$ cat config.mk
export PLATFORM = sky130hd
export DESIGN_NAME = ppe_conv_sync
export DESIGN_NICKNAME = d
export VERILOG_FILES = /design/src/rtl/ppe_conv_sync.sv
export SDC_FILE = /design/constraint.sdc
export NUM_CORES = 1
export LEC_CHECK = 0
export CORE_MARGIN = 4
export CORE_UTILIZATION = 43
export DETAILED_ROUTE_END_ITERATION = 6
export PLACE_DENSITY = 0.7
export SYNTH_ARGS = -nofsm -noshare
export SYNTH_HDL_FRONTEND = slang
export SYNTH_SLANG_ARGS = --single-unit
$ cat constraint.sdc
create_clock -name clk -period 7.88 [get_ports clk]
set_input_delay 1.576 -clock clk [delete_from_list [all_inputs] [get_ports clk]]
set_output_delay 1.576 -clock clk [all_outputs]
set_load 0.005 [all_outputs]
$ cat src/rtl/ppe_conv_sync.sv
// Partial-sum PE: loads a FILTER_W-tap weight row, then convolves binary spike rows against it.
// Optional macro PPE_ACCUM_EN adds a multi-row accumulation buffer and the ACCUM state.
module ppe_conv_sync #(
  parameter int MY_ADDR  = 5,
  parameter int ADDR_W   = 4,
  parameter int FILTER_W = 5,
  parameter int WEIGHT_W = 8,
  parameter int INPUT_W  = 25,
  parameter int PSUM_W   = 16,
  localparam int PKT_W   = ADDR_W + 2 + INPUT_W,
  localparam int OUT_N   = INPUT_W - FILTER_W + 1,
  localparam int IDX_W   = $clog2(OUT_N)
) (
  input  logic              clk,
  input  logic              reset,
  input  logic              in_valid,
  output logic              in_ready,
  input  logic [PKT_W-1:0]  in_data,
  output logic              out_valid,
  input  logic              out_ready,
  output logic [PSUM_W-1:0] out_psum,
  output logic [IDX_W-1:0]  out_idx,
  output logic              out_last,
  output logic              weights_loaded
);

  localparam int WPP    = INPUT_W / WEIGHT_W;
  localparam int WCNT_W = $clog2(FILTER_W + 1);
  localparam logic [IDX_W-1:0] LAST_IDX = IDX_W'(OUT_N - 1);

`ifdef PPE_ACCUM_EN
  typedef enum logic [1:0] {IDLE, EMIT, ACCUM} state_t;
`else
  typedef enum logic [1:0] {IDLE, EMIT} state_t;
`endif

  state_t state_q, state_d;

  logic [WEIGHT_W-1:0] weight [FILTER_W];
  logic [WCNT_W-1:0]   wcnt;
  logic [INPUT_W-1:0]  spike_q;
  logic [PSUM_W-1:0]   psum;

  logic [ADDR_W-1:0]   pkt_addr;
  logic                pkt_op;
  logic                addr_hit;
  logic                take;
  logic                out_hs;
  logic                idx_end;

  assign pkt_addr = in_data[PKT_W-1 -: ADDR_W];
  assign pkt_op   = in_data[INPUT_W+1];
  assign addr_hit = (pkt_addr == ADDR_W'(MY_ADDR));
  assign take     = in_valid && in_ready;
  assign out_hs   = out_valid && out_ready;
  assign idx_end  = (out_idx == LAST_IDX);
  assign out_last = out_valid && idx_end;

  always_ff @(posedge clk or posedge reset) begin
    if (reset) state_q <= IDLE;
    else       state_q <= state_d;
  end

  always_comb begin
    state_d   = state_q;
    in_ready  = 1'b0;
    out_valid = 1'b0;
    case (state_q)
      IDLE: begin
        in_ready = ~reset;
        if (in_valid && addr_hit && pkt_op) begin
`ifdef PPE_ACCUM_EN
          state_d = in_data[INPUT_W] ? EMIT : ACCUM;
`else
          state_d = EMIT;
`endif
        end
      end
      EMIT: begin
        out_valid = 1'b1;
        if (out_ready && idx_end) state_d = IDLE;
      end
`ifdef PPE_ACCUM_EN
      ACCUM: begin
        if (idx_end) state_d = IDLE;
      end
`endif
      default: state_d = IDLE;
    endcase
  end

  // psum(out_idx): taps see the spike row shifted down by the current position
  always_comb begin
    logic [INPUT_W-1:0] shifted;
    shifted = spike_q >> out_idx;
    psum    = '0;
    for (int unsigned k = 0; k < FILTER_W; k++) begin
      if (shifted[k]) psum = psum + PSUM_W'(weight[k]);
    end
  end

  // Weight slot placement: tap k takes payload slot (k - wcnt) when that slot exists
  logic                wr_en  [FILTER_W];
  logic [WEIGHT_W-1:0] wr_val [FILTER_W];
  logic [WCNT_W-1:0]   wcnt_d;
  logic                row_full;

  always_comb begin
    int unsigned base;
    int unsigned nxt;
    base = int'(wcnt);
    nxt  = (FILTER_W - base < WPP) ? FILTER_W : base + WPP;
    for (int unsigned k = 0; k < FILTER_W; k++) begin
      wr_en[k]  = 1'b0;
      wr_val[k] = weight[k];
      if (k >= base && (k - base) < WPP) begin
        wr_en[k]  = 1'b1;
        wr_val[k] = in_data[(k - base) * WEIGHT_W +: WEIGHT_W];
      end
    end
    row_full = (nxt >= FILTER_W);
    wcnt_d   = row_full ? '0 : WCNT_W'(nxt);
  end

`ifdef PPE_ACCUM_EN
  logic [PSUM_W-1:0] acc_buf [OUT_N];
  assign out_psum = acc_buf[out_idx] + psum;
`else
  assign out_psum = psum;
`endif

  always_ff @(posedge clk or posedge reset) begin
    if (reset) begin
      for (int unsigned k = 0; k < FILTER_W; k++) weight[k] <= '0;
      wcnt           <= '0;
      weights_loaded <= 1'b0;
      spike_q        <= '0;
      out_idx        <= '0;
`ifdef PPE_ACCUM_EN
      for (int unsigned j = 0; j < OUT_N; j++) acc_buf[j] <= '0;
`endif
    end else begin
      if (take && addr_hit) begin
        if (!pkt_op) begin
          for (int unsigned k = 0; k < FILTER_W; k++) begin
            if (wr_en[k]) weight[k] <= wr_val[k];
          end
          wcnt <= wcnt_d;
          if (row_full) weights_loaded <= 1'b1;
        end else begin
          spike_q <= in_data[INPUT_W-1:0];
        end
      end
      if (out_hs) begin
        out_idx <= idx_end ? '0 : out_idx + 1'b1;
`ifdef PPE_ACCUM_EN
        acc_buf[out_idx] <= '0;
`endif
      end
`ifdef PPE_ACCUM_EN
      if (state_q == ACCUM) begin
        acc_buf[out_idx] <= acc_buf[out_idx] + psum;
        out_idx          <= idx_end ? '0 : out_idx + 1'b1;
      end
`endif
    end
  end

endmodule

==> impl_metrics.tcl <==
set metrics [dict create \
    status "complete, but fails checks" \
    violations "setup timing" \
    peakVddDrop_v 0.0000893 \
    yosysUniqueCellTypes 62 \
    area_growth_syn_to_layout_pct 35.6 \
    p_seq_share_pct 26.2 \
    synth_area_per_cell_um2 9.59 \
    power_density_nw_per_um2 196 \
    startpoint_type "flip-flop" \
    dpl_cell_area_um2 8080 \
    drv_cap 0 \
    p_int_mw 1.12 \
    grt_pass1_vias 6374 \
    synth_top_area_share_pct 28.0 \
    drc 0 \
    numPortBuffers 54 \
    design_area_um2 9080 \
    start_util_pct 43.9 \
    gr-total-overflow 0 \
    core_um2 15300 \
    io_pins 60 \
    power.switching_mw 0.661 \
    nFillCells 1202 \
    fin_crit_ps 8360 \
    drv_slew 0 \
    swShare_pct 37.1 \
    via_count 6450 \
    clock_latency_ps 350 \
    hold_violations 0 \
    postCtsHoldBufs 0 \
    synth_area_leader_cell "dfrtp_1" \
    grt_start_max_net_pins 76 \
    ys_async_sr_fraction_pct 100 \
    clock_power_share_pct 23.4 \
    synthesis.area_um2 6700 \
    fmaxAchievable_mhz 120 \
    track_usage_pct 24.8 \
    gp_congestion 0.939 \
    crit_start "out_idx[1]" \
    total_power_mw 1.78 \
    synth-edff-count 0 \
    tightest_slew_ps 1320 \
    htreeDepth 3 \
    wl_per_cell_um 21.1 \
    synth_seq_area_share_pct 28.0 \
    drt_iter0_drc 756 \
    finalCritPeriodShare_pct 106 \
    hold_slack_ps 463 \
    antenna_found_initial 0 \
    synth_ff_type "dfrtp_1" \
    die_area_um2 17600 \
    routed_via_density 6.02 \
    path_clk_slew_ps 70 \
    hold_class "flip-flop to flip-flop" \
    ys_ff_latch 75 \
    cts_buffers 9 \
    hp-start "weights_loaded" \
    r2r-start "wcnt[0]" \
    routed_wl_mm 22.6 \
    yosys_warnings 0 \
    antenna_cells 0 \
    clockBufferDepth 2 \
    p_leak_nw 4.39 \
    synthTopCellsByArea "dfrtp_1 (28%), ha_1 (9.0%), mux2_2 (8.7%)" \
    grt_pass1_wl_mm 34.8 \
    crit_type "flip-flop to output port" \
    cp_data_required_time_ps 6300 \
    critPathArrivalTime_ps 6780 \
    nets 943 \
    timing.final.ws_setup_ps -478 \
    dp_hpwl_mm 15.7 \
    die-height_um 133 \
    rows 45 \
    die_w_um 133 \
    critPathMaxFanout 16 \
    root_buffer "clkbuf_16" \
    final_cell_mix "buf_4 (127), dfrtp_1 (74), nand2_1 (54)" \
    cts_tree "done" \
    final_common_cell "buf_4" \
    netlist_instances 699 \
    drive_above_1_share_pct 35.7 \
    cts_sinks 75 \
    finClkSkew_ps 12.2 \
    crit_path_top_delay_cell "mux4_2" \
    critPathCaptureType "output port" \
    drt_pass1_iterations 5 \
    setup_viol 6 \
    max-slew-margin-rel_pct 11.9 \
    critical_path.max_stage_delay_ps 550 \
    drtAntennaViolNets 0 \
    rsz0062_at_grt "yes" \
    pwr-share-comb_pct 50.4 \
]
## repair_timing
item,CTS,global route
gates resized for setup,96,28
buffers inserted,23,8
pin swaps,48,24
endpoints found under the setup margin,9,8
## layer usage
| metal | up-vias | global-route usage [%] | routed length, um |
|---|---|---|---|
| met1 | 3165 | 33.2 | 9390 |
| met2 | 329 | 39.7 | 10400 |
| met4 | 0 | 10.6 | 980 |
| met5 | - | 0 | 0 |
| li1 | 2901 | - | - |
| met3 | 55 | 4.45 | 1810 |
## state kept, by name, indices dropped and copies added, names as in the netlist
| signal | cells |
|---|---|
| weights_loaded | 1 |
| wcnt | 3 |
| weight | 40 |
| out_idx | 5 |
| state_q | 1 |
| spike_q | 25 |
## synth_stat cells (2+ instances only)
cell type and number:
a221oi_1 14, xnor2_1 6, o21ai_1 2, fa_1 4
nand3_1 7, mux4_2 18, or2_2 4, a21o_1 20
o21a_1 11, nor3_1 8, a21oi_1 46, nand4_1 3
a31oi_1 3, mux2_4 2, mux4_1 5, or4_1 2
ha_1 48, clkbuf_1 25, o31ai_1 8, a211oi_1 12
o21ai_0 39, buf_4 8, mux2i_1 43, dfrtp_1 75
mux2_2 52, inv_1 30, and2_1 2, xor2_1 8
o21bai_1 4, buf_6 2, o41ai_1 2, buf_2 2
nand2b_1 11, a21boi_0 2, nor2b_1 19, nand2_1 55
a22o_1 2, a22oi_1 17, o211ai_1 5, nor2_1 41
nor3b_1 4, nand3b_1 2, o31a_1 2, buf_1 6
## path summary, 6_finish.rpt
kind                             endpoint  slack [ps]  cells after the start
setup reg to reg                weight[0]        4250                      6
hold reg to reg            weights_loaded         460                      1
max in group asynchronous      out_idx[0]        5240                      3
hold / removal             weights_loaded         460                      1
min in group asynchronous      state_q[0]        1980                      3
setup / recovery              out_psum[9]        -480                     35
## power by group through the flow
stage	Clock, mW	Sequential, mW	Combinational [mW]
4_1_cts	0.422	0.465	0.836
2_1_floorplan	0	0.448	0.475
6_report	0.416	0.466	0.897
5_1_grt	0.437	0.471	0.956
3_5_place_dp	0	0.467	0.755
3_3_place_gp	0	0.466	0.739
## cell families (layout without fill, tap and decap cells)
kind of cell	after synthesis	count (layout)	share of synthesized area, %
compound gates	198	198	19.5
xor+xnor	15	15	2.07
fa+ha+maj	52	52	10.2
buf+inv	75	233	4.99
flops	75	75	28.0
mux	120	120	23.6
other cells	1	5	0.0560
simple gates	163	163	11.6
## cell type report
type / instances / area, um^2 / share of cell area, %
Multi-Input combinational cell: 553 / 4990 / 54.9
Sequential cell: 75 / 1880 / 20.7
Timing Repair Buffer: 185 / 1530 / 16.9
Tap cell: 211 / 264 / 2.91
Clock buffer: 10 / 229 / 2.52
Inverter: 32 / 125 / 1.38
Clock inverter: 6 / 66.3 / 0.730
## critical path, delay by kind of cell (launching register included)
family	cells	cell delay, ps
mux	2	850
compound gates	9	1380
flops	1	400
fa+ha+maj	5	1460
simple gates	10	1170
buf+inv	7	890
xor+xnor	2	240
## per-stage QoR
step           worst slack [ps]  instances  setup TNS (ps)  utilization (%)
2_1_floorplan              29.2        703               0                -
3_3_place_gp               -693       1025           -2780             53.0
3_5_place_dp               -998       1025           -4390             53.0
4_1_cts                    -300       1064           -1030             58.3
5_1_grt                    -740       1072           -3160             59.5
6_report                   -478       1072           -1800             59.5
Power figures use the tool's default switching activity.
